File: src/rtl/s526a_bist_ctrl.sv
// BIST sequencer for one s526a core.
// Clears the core and drives it with LFSR vectors on G1/G2.
// Compacts the six core outputs into a 16-bit MISR signature.
// When finished, reports DONE and PASS against the expected signature.
module s526a_bist_ctrl #(
    parameter logic [15:0] SEED     = 16'hACE1,
    parameter int          INIT_CYC = 2
) (
    input  logic        CK,
    input  logic        RST,
    input  logic        START,
    input  logic [15:0] NPAT,
    input  logic [15:0] EXP_SIG,
    input  logic [5:0]  CUT_OUT,
    output logic        CUT_G0,
    output logic        CUT_G1,
    output logic        CUT_G2,
    output logic        BUSY,
    output logic        DONE,
    output logic [15:0] SIG,
    output logic        PASS
);

    typedef enum logic [2:0] {
        ST_IDLE,
        ST_INIT,
        ST_RUN,
        ST_FLUSH,
        ST_DONE
    } state_t;

    localparam logic [3:0] INIT_LOAD = 4'(INIT_CYC);

    state_t      state;
    state_t      next_state;
    logic [15:0] lfsr;
    logic [15:0] misr;
    logic [15:0] pat_cnt;
    logic [3:0]  init_cnt;

    // The LFSR and the MISR share one feedback polynomial (taps 15, 13, 12, 10).
    function automatic logic [15:0] shift_step(input logic [15:0] v);
        return {v[14:0], v[15] ^ v[13] ^ v[12] ^ v[10]};
    endfunction

    // State register.
    always_ff @(posedge CK) begin
        if (RST) begin
            state <= ST_IDLE;
        end else begin
            state <= next_state;
        end
    end

    // Next-state logic. A zero pattern count skips RUN and FLUSH entirely.
    always_comb begin
        next_state = state;
        case (state)
            ST_IDLE, ST_DONE: begin
                if (START) begin
                    next_state = ST_INIT;
                end
            end
            ST_INIT: begin
                if (init_cnt == 4'd1) begin
                    next_state = (pat_cnt == 16'd0) ? ST_DONE : ST_RUN;
                end
            end
            ST_RUN: begin
                if (pat_cnt == 16'd1) begin
                    next_state = ST_FLUSH;
                end
            end
            ST_FLUSH: next_state = ST_DONE;
            default:  next_state = ST_IDLE;
        endcase
    end

    // LFSR, MISR and counters.
    // FLUSH clocks the MISR once more to capture the response to the last vector.
    always_ff @(posedge CK) begin
        if (RST) begin
            lfsr     <= SEED;
            misr     <= 16'd0;
            pat_cnt  <= 16'd0;
            init_cnt <= 4'd0;
        end else begin
            case (state)
                ST_IDLE, ST_DONE: begin
                    if (START) begin
                        lfsr     <= SEED;
                        misr     <= 16'd0;
                        pat_cnt  <= NPAT;
                        init_cnt <= INIT_LOAD;
                    end
                end
                ST_INIT: begin
                    init_cnt <= init_cnt - 4'd1;
                end
                ST_RUN: begin
                    lfsr    <= shift_step(lfsr);
                    misr    <= shift_step(misr) ^ {10'd0, CUT_OUT};
                    pat_cnt <= pat_cnt - 16'd1;
                end
                ST_FLUSH: begin
                    misr <= shift_step(misr) ^ {10'd0, CUT_OUT};
                end
                default: begin
                    lfsr <= lfsr;
                end
            endcase
        end
    end

    // Output decode. Outputs depend only on registered state, except that PASS
    // also compares against EXP_SIG continuously.
    always_comb begin
        CUT_G0 = (state == ST_INIT);
        CUT_G1 = (state == ST_RUN) & lfsr[0];
        CUT_G2 = (state == ST_RUN) & lfsr[1];
        BUSY   = (state == ST_INIT) | (state == ST_RUN) | (state == ST_FLUSH);
        DONE   = (state == ST_DONE);
        SIG    = misr;
        PASS   = (state == ST_DONE) & (misr == EXP_SIG);
    end

endmodule

File: config.mk
export PLATFORM = sky130hd
export DESIGN_NAME = s526a_bist_ctrl
export DESIGN_NICKNAME = d
export VERILOG_FILES = /design/src/rtl/s526a_bist_ctrl.sv
export SDC_FILE = /design/constraint.sdc
export NUM_CORES = 1
export LEC_CHECK = 0
export BUFFER_PORTS_ARGS = -buffer_cell sky130_fd_sc_hd__buf_4
export CAP_MARGIN = 10
export CORE_ASPECT_RATIO = 0.5
export CORE_MARGIN = 2
export CORE_UTILIZATION = 40
export CTS_BUF_LIST = sky130_fd_sc_hd__clkbuf_8 sky130_fd_sc_hd__clkbuf_16
export CTS_CLUSTER_DIAMETER = 100
export DETAILED_ROUTE_END_ITERATION = 8
export PLACE_DENSITY = 0.69
export REMOVE_ABC_BUFFERS = 1
export SLEW_MARGIN = 20
export SYNTH_ARGS = -nofsm -noshare
export SYNTH_HDL_FRONTEND = slang
export SYNTH_SLANG_ARGS = --single-unit
export TNS_END_PERCENT = 20
File: constraint.sdc
create_clock -name CK -period 3.6 [get_ports CK]
set_clock_uncertainty 0.15 [all_clocks]
set_input_delay 0.72 -clock CK [delete_from_list [all_inputs] [get_ports CK]]
set_output_delay 0.72 -clock CK [all_outputs]
set_load 0.05 [all_outputs]
==> flow_summary_export.csv, run 1 <==
group,metric,value,unit
run_status,status,"complete, no violations",
power,intPower,1.07,mW
placed_design,place_congestion,0.818,
power,p_sw_share,27.3,%
die,dieArea,7890,um^2
power,power.leakage,1.38,nW
critical_path,critical_path_required,2730,ps
logic_synthesis,yosysTopAreaCell,"dfxtp_1",
timing,slew_violations,0,
timing,min_period,2860,ps
logic_synthesis,ys_seq_area_share,38.5,%
logic_synthesis,yosysTopAreaCellShare,38.5,%
power,pwr-share-seq,45.1,%
route,first_pass_iters,4,
die,rows,21,
cells_and_area,antennaDiodeCount,0,
global_routing,track_usage,18.7,%
placed_design,dp.cells,483,
cells_and_area,finalNonFillerCells,490,
die,die_w,124,um
critical_path,timing.rr.end,"pat_cnt[10]",
cells_and_area,syn2layout_area_growth,23.6,%
route,wl_met1,3.44,mm
timing,fin_crit_sh,79.3,%
power,powerDensity,417,nW/um^2
logic_synthesis,synth_common_cells,"dfxtp_1, a21oi_1, nand2_1",
clock_tree,numCtsBuffers,5,
clock_tree,cts_tree,"done",
die,initial_core_util,42.1,%
global_routing,grt_pass1_vias,2550,
route,drc,0,
clock_tree,h-tree-depth,2,
clock_tree,cts-root-buf,"clkbuf_16",
route,dr_wl_met2,3.38,mm
global_routing,grt_max_degree,51,
critical_path,worstSetupEndpointType,"output pin",
logic_synthesis,synth_area,2860,um^2
logic_synthesis,synth.avg_cell_area,8.16,um^2
route,maxUsedRoutingLayer,"met4",
route,post_drt_wl_per_cell,14.9,um
die,design.core.area,6810,um^2
critical_path,cp-start-kind,"input pin",
critical_path,crit_type,"in -> out",
timing,holdWs,318,ps
timing,rsz0062_at_grt,"no",
global_routing,antenna_found_initial,0,
cells_and_area,fin_nets,444,
placed_design,dpl.hpwl,5.15,mm
timing,tightest_slew,1010,ps
critical_path,arrival,1990,ps
logic_synthesis,synth-edff-count,0,
timing,setup-tns-final,0,ps
critical_path,ff2ff_setup_slack,1190,ps
route,viasPerCell,5.62,
clock_tree,cts_resized,0,
clock_tree,clockBufferDepth,2,
cells_and_area,multi_input_area,1620,um^2
route,wl_met3,411,um
route,wl,7.29,mm
die,io_pins,63,
die,die_h,63.8,um
route,drt_iter0_markers,163,
logic_synthesis,synthFlopType,"dfxtp_1",
logic_synthesis,ys_top_cells_by_area,"dfxtp_1, a21oi_1, xor2_1",
timing,setup_ws,745,ps
logic_synthesis,synthCells,351,
route,ant_nets,0,
run,drv_cap,0,
placed_design,io_buffers,62,
logic_synthesis,synth_most_common_cell,"dfxtp_1",
worst_hold_path,hp-class,"reg -> reg",
clock_tree,clkTransAtPathRegs,60,ps
clock_tree,hold_buffers,0,
critical_path,cp_max_fo,1,
route,vias,2754,
cells_and_area,seq_area,1100,um^2
timing,max_slew_margin,32.3,%
critical_path,r2r_start,"pat_cnt[1]",
logic_synthesis,synth_seq_cells,55,
logic_synthesis,yosysWarnings,0,
critical_path,reg2regPathDepth,6,
power,power_frac_comb,18.6,%
cells_and_area,utilization,52.0,%
clock_tree,post-cts-setup-buffers,0,
timing,finalSetupViolCount,0,
cells_and_area,num-fill-cells,669,
logic_synthesis,async_flop_share,0,%
cells_and_area,drive_gt1_share,20.4,%
logic_synthesis,synth_cell_types,53,
timing,hold_violations,0,
power,power_switching,0.403,mW
critical_path,startpoint,"EXP_SIG[11]",
power,ir_drop,0.000195,V
clock_tree,worstSkewPairLatency,280,ps
critical_path,endpoint,"PASS",
power,power_frac_clock,36.2,%
timing,timing.fmax,350,MHz
global_routing,grt_pass1_wl,11.9,mm
global_routing,overflow,0,
placed_design,pre_cts_slack,719,ps
clock_tree,cts.sinks,55,
[worst min path at each step]
stage	cells after the start	endpoint	startpoint	slack, ps
detailed placement	1	init_cnt[3]	init_cnt[3]	310
global placement	2	lfsr[11]	lfsr[11]	300
floorplan	1	init_cnt[3]	init_cnt[3]	280
global route	1	init_cnt[3]	init_cnt[3]	330
finish	1	init_cnt[3]	init_cnt[3]	320
CTS	1	init_cnt[3]	init_cnt[3]	320
[area by class of cell]
| cell class | count | share of cell area [%] |
|---|---|---|
| flip-flops and latches | 55 | 31.1 |
| repair buffers | 67 | 14.2 |
| inverters | 9 | 0.955 |
| well taps | 92 | 3.25 |
| multi-input cells | 260 | 45.8 |
| clock buffers | 5 | 3.54 |
| clock inverters | 2 | 1.06 |
[routing by layer]
layer  up-vias  GRT usage [%]
met5         -              0
met4         0           4.97
met3         5           3.84
met2        71           31.4
met1      1307           24.6
li1       1371              -
[stage by stage]
| step | area, um^2 | power [mW] |
|---|---|---|
| after detailed placement | 3370 | 0.952 |
| after global routing | 3540 | 1.54 |
| after floorplan | 2750 | 0.842 |
| after CTS | 3530 | 1.48 |
| after global placement | 3370 | 0.940 |
| final | 3540 | 1.47 |
[state kept, by name, summed over array words and instances, names as in the netlist]
register / cells
init_cnt: 4
pat_cnt: 16
state: 3
SIG: 16
lfsr: 16
[critical path: stages]
cell and delay [ps]:
buf_4 110, xor2_1 130, nor4_1 360, nand4_1 140
nor4_1 280, buf_4 240
[placed cells by master, fill, tap and decap left out, types with 3 or more instances in the layout]
cell,synthesis,final
clkbuf_16,0,5
inv_1,8,8
o22ai_1,10,10
or3_1,4,4
a31oi_1,9,9
nor4_1,12,12
a21oi_1,32,32
xnor2_1,10,10
nor3b_1,4,4
or4_1,4,4
buf_4,1,67
o21ai_0,8,8
nand2_1,32,32
nor3_1,14,14
a211oi_1,5,5
a22oi_1,7,7
nor2_1,18,18
xor2_1,17,17
o32ai_1,4,4
ha_1,5,5
and2_1,3,3
nand4_1,7,7
nand2b_1,3,3
nand3_1,23,23
dfxtp_1,55,55
[power by group through the flow]
stage                     combinational, mW  clock, mW  sequential, mW
final                                 0.275      0.534           0.666
after global routing                  0.301      0.570           0.671
after CTS                             0.275      0.544           0.665
after detailed placement              0.273          0           0.679
after global placement                0.264          0           0.677
after floorplan                       0.168          0           0.674
[cells by family (layout without fill, tap and decap cells)]
kind of cell             Yosys count  in the layout  synth area share [%]
AND/OR/NAND/NOR                  137            137                  25.1
AO/OA/AOI/OAI                     87             87                  19.1
flip-flops                        55             55                  38.5
buffers and inverters             36             83                  4.98
XOR/XNOR                          28             28                  9.05
adder cells (fa/ha/maj)            5              5                  2.19
multiplexers                       3              3                  1.09
Note: power is estimated with default switching activity, not from simulation.
==> run 2, diff against run 1 <==
- clock period: 3.6 -> 2.8 ns (I/O delays scaled with it)
==> run 2 against run 1 <==
Worst hold slack gained 12 ps; critical endpoint is now CUT_G1; clock power increased by 30%; die area is the same; critical path depth decreased by 3; combinational power is 32% higher; register-to-register slack got worse by 750 ps.
==> flow_summary_export.csv, run 2 (same netlist as run 1, synthesis figures left out) <==
group,metric,value,unit
cells_and_area,syn2layout_area_growth,25.0,%
cells_and_area,fin_nets,450,
clock_tree,h-tree-depth,2,
clock_tree,cts.sinks,55,
timing,setup-tns-final,0,ps
critical_path,crit_type,"reg -> out",
cells_and_area,final_common_cell,"buf_4",
timing,hold_violations,0,
timing,rsz0062_at_grt,"yes",
timing,max_slew_margin,44.6,%
global_routing,grt_pass1_vias,2567,
placed_design,place_congestion,0.862,
global_routing,antenna_found_initial,0,
placed_design,pre_cts_slack,249,ps
clock_tree,hold_buffers,0,
critical_path,worstSetupEndpointType,"output pin",
clock_tree,clockBufferDepth,2,
cells_and_area,mostFrequentLayoutCells,"buf_4, dfxtp_1, nand2_1, a21oi_1, nand3_1",
global_routing,grt_pass1_wl,11.9,mm
clock_tree,cts_resized,0,
route,first_pass_iters,4,
die,die_h,63.8,um
cells_and_area,antennaDiodeCount,0,
global_routing,overflow,0,
route,wl,7.52,mm
global_routing,grt_max_degree,50,
die,initial_core_util,42.1,%
worst_hold_path,hp-class,"reg -> reg",
die,io_pins,63,
timing,slew_violations,0,
critical_path,cp-start-kind,"register",
timing,timing.fmax,372,MHz
clock_tree,numCtsBuffers,5,
die,die_w,124,um
timing,setup_ws,112,ps
critical_path,cp_max_fo,14,
power,power.leakage,1.41,nW
timing,holdWs,330,ps
die,dieArea,7890,um^2
run,drv_cap,0,
global_routing,track_usage,18.9,%
timing,finalSetupViolCount,0,
critical_path,critical_path_required,2090,ps
clock_tree,post-cts-setup-buffers,0,
placed_design,dpl.hpwl,5.31,mm
placed_design,io_buffers,62,
route,post_drt_wl_per_cell,15.2,um
power,powerDensity,534,nW/um^2
cells_and_area,utilization,52.6,%
timing,min_period,2690,ps
power,ir_drop,0.000276,V
timing,tightest_slew,829,ps
die,rows,21,
route,viasPerCell,5.58,
route,drt_iter0_markers,201,
clock_tree,clkTransAtPathRegs,60,ps
timing,fin_crit_sh,96.0,%
run_status,status,"complete, no violations",
clock_tree,cts-root-buf,"clkbuf_16",
cells_and_area,drive_gt1_share,21.3,%
cells_and_area,num-fill-cells,656,
clock_tree,worstSkewPairLatency,290,ps
critical_path,ff2ff_setup_slack,440,ps
critical_path,arrival,1980,ps
route,ant_nets,0,
clock_tree,cts_tree,"done",
die,design.core.area,6810,um^2
route,drc,0,
route,vias,2768,
[run 2: critical path: stages (launching register included)]
cell     delay [ps]
dfxtp_1         560
nor3b_1         690
and2_1          240
buf_4           200
[run 2: layout make-up]
| class | instances | area [um^2] | share of cell area (%) |
|---|---|---|---|
| Multi-Input combinational cell | 260 | 1620 | 45.2 |
| Sequential cell | 55 | 1100 | 30.8 |
| Timing Repair Buffer | 73 | 548 | 15.3 |
| Clock buffer | 5 | 125 | 3.50 |
| Tap cell | 92 | 115 | 3.22 |
| Clock inverter | 2 | 37.5 | 1.05 |
| Inverter | 9 | 33.8 | 0.944 |
[run 2: per-stage QoR]
stage	power, mW	area [um^2]	cells
after floorplan	1.08	2750	324
after global placement	1.22	3420	489
after detailed placement	1.23	3420	489
after CTS	1.92	3580	496
after global routing	2.00	3580	496
final	1.91	3580	496
[run 2: worst paths after layout]
path,startpoint,end,cells after the start
worst min-delay path,init_cnt[3],init_cnt[3],1
worst min register to register,init_cnt[3],init_cnt[3],1
worst max register to register,pat_cnt[1],pat_cnt[10],6
worst max-delay path,state[1],CUT_G1,3
[run 2: where the power goes]
part	internal (mW)	switching (mW)
Clock	0.417	0.275
Sequential	0.814	0.0425
Combinational	0.153	0.208
Total	1.38	0.526
[run 2: per-layer routing]
layer | part of all wire (%) | global-route usage [%] | vias to the layer above
met5 | 0 | 0 | -
met4 | 1.2 | 6.39 | 0
met1 | 47 | 24.7 | 1312
met3 | 4.9 | 3.30 | 6
met2 | 47 | 31.6 | 59
li1 | - | - | 1391
==> run 3, diff against run 2 <==
- CORE_UTILIZATION: 40 -> 24
- PLACE_DENSITY: 0.69 -> 0.49
==> run 3 against run 2 <==
Maximum frequency rose by 2.7%; combinational power rose by 4%; sequential power barely moved; cell count rose by 16%; global-route usage fell by 6.3 points; worst hold slack got worse by 14 ps; largest cell class unchanged; register-to-register slack barely moved; sequential share of layout area fell by 1.1 points; critical path depth rose by 2; via count fell by 3.2%; routed wire length rose by 7.1%; critical endpoint is now PASS.
==> flow_summary_export.csv, run 3 (same netlist as run 1, synthesis figures left out) <==
group,metric,value,unit
cells_and_area,design_area,3720,um^2
worst_hold_path,hp-class,"reg -> reg",
route,first_pass_iters,4,
clock_tree,cts-root-buf,"clkbuf_16",
placed_design,place_area,3550,um^2
die,rows,28,
critical_path,cp_top_family,"simple AND/OR/NAND/NOR gates",
cells_and_area,mostFrequentLayoutCells,"buf_4, dfxtp_1, nand2_1, a21oi_1, nand3_1",
global_routing,overflow,0,
critical_path,critical_path_required,2090,ps
power,ir_drop,0.000202,V
timing,slew_violations,0,
timing,tightest_slew,627,ps
global_routing,grt_pass1_wl,12.9,mm
cells_and_area,syn2layout_area_growth,29.9,%
power,intPower,1.39,mW
critical_path,arrival,1910,ps
critical_path,cp_slowest_stage_delay,440,ps
power,power,1.94,mW
die,design.core.area,11700,um^2
clock_tree,cts.sinks,55,
placed_design,dpl.hpwl,5.65,mm
timing,rsz0062_at_grt,"no",
die,die_w,158,um
cells_and_area,final_common_cell,"buf_4",
cells_and_area,finalNonFillerCells,573,
critical_path,cp-start-kind,"register",
route,vias,2680,
route,drt_iter0_markers,117,
route,drc,0,
critical_path,cpMostUsedCell,"nor4_1",
power,pwr-share-seq,44.0,%
power,power_switching,0.549,mW
clock_tree,clockBufferDepth,2,
placed_design,place_congestion,0.794,
critical_path,worstPathCellList,"xor2_1 > nor4_1 > nand4_1 > nor4_1 > buf_4",
clock_tree,post-cts-setup-buffers,0,
placed_design,dp.cells,566,
critical_path,crit_type,"reg -> out",
global_routing,grt_max_degree,33,
run,drv_cap,0,
cells_and_area,antennaDiodeCount,0,
placed_design,io_buffers,62,
route,viasPerCell,4.68,
critical_path,worstSetupEndpointType,"output pin",
clock_tree,h-tree-depth,2,
die,die_h,81.2,um
clock_tree,cts_tree,"done",
route,wl,8.05,mm
global_routing,grt_pass1_vias,2467,
route,post_drt_wl_per_cell,14.1,um
power,power_frac_comb,19.4,%
cells_and_area,fin_nets,454,
critical_path,slowest_stage,"nor4_1",
die,dieArea,12900,um^2
power,power.leakage,1.44,nW
power,p_sw_share,28.3,%
timing,max_slew_margin,57.8,%
timing,fin_crit_sh,93.5,%
route,ant_nets,0,
clock_tree,numCtsBuffers,5,
timing,min_period,2620,ps
clock_tree,worstSkewPairLatency,290,ps
power,power_frac_clock,36.6,%
die,initial_core_util,24.4,%
cells_and_area,drive_gt1_share,22.3,%
timing,timing.fmax,382,MHz
global_routing,antenna_found_initial,0,
timing,finalSetupViolCount,0,
timing,hold_violations,0,
global_routing,track_usage,12.7,%
run_status,status,"complete, no violations",
power,powerDensity,522,nW/um^2
critical_path,cp_max_fo,4,
cells_and_area,utilization,31.7,%
cells_and_area,num-fill-cells,1277,
critical_path,critical_path_buf_inv_count,1,
die,io_pins,63,
clock_tree,clkTransAtPathRegs,70,ps
run 3: cell types whose count changed in the layout (fill, tap and decap cells not counted), sizes merged:
cell | before | now
buf | 73 | 77
run 3: layout make-up:
| cell class | count | area [um^2] | share of cell area [%] |
|---|---|---|---|
| tap | 165 | 206 | 5.55 |
| multi-input combinational | 260 | 1620 | 43.7 |
| clock buffer | 5 | 125 | 3.36 |
| sequential | 55 | 1100 | 29.6 |
| clock inverter | 2 | 37.5 | 1.01 |
| timing repair buffer | 77 | 591 | 15.9 |
| inverter | 9 | 33.8 | 0.908 |
run 3: per-stage QoR:
step	hold slack (ps)	TNS [ps]	setup WS [ps]
finish	316	0	182
detailed placement	309	0	171
global route	359	0	47.8
global placement	309	0	189
floorplan	283	-1260	-1260
CTS	320	0	157
run 3: power groups by stage:
stage | Combinational, mW | Sequential (mW) | Clock, mW
4_1_cts | 0.380 | 0.854 | 0.732
3_3_place_gp | 0.377 | 0.872 | 0
6_report | 0.376 | 0.855 | 0.710
5_1_grt | 0.420 | 0.862 | 0.763
3_5_place_dp | 0.377 | 0.872 | 0
2_1_floorplan | 0.217 | 0.866 | 0
run 3: path summary, 6_finish.rpt:
| kind | from | end | slack, ps | cells past startpoint |
|---|---|---|---|---|
| setup / recovery | SIG[11] | PASS | 180 | 5 |
| hold / removal | init_cnt[3] | init_cnt[3] | 320 | 1 |
| setup reg to reg | pat_cnt[0] | pat_cnt[10] | 430 | 6 |
| hold reg to reg | init_cnt[3] | init_cnt[3] | 320 | 1 |
run 3: timing repair:
action / 4_1_cts / 5_1_grt
endpoints found under the setup margin: 0 / 1
gates resized for setup: 0 / 1
hold buffers: 0 / 0
run 3: per-layer routing:
| metal | track usage, % | up-vias | part of all wire (%) |
|---|---|---|---|
| met1 | 18.5 | 1229 | 54 |
| met5 | 0 | - | 0 |
| met3 | 2.03 | 6 | 2.9 |
| met4 | 2.43 | 0 | 0.68 |
| li1 | - | 1404 | - |
| met2 | 19.8 | 41 | 42 |
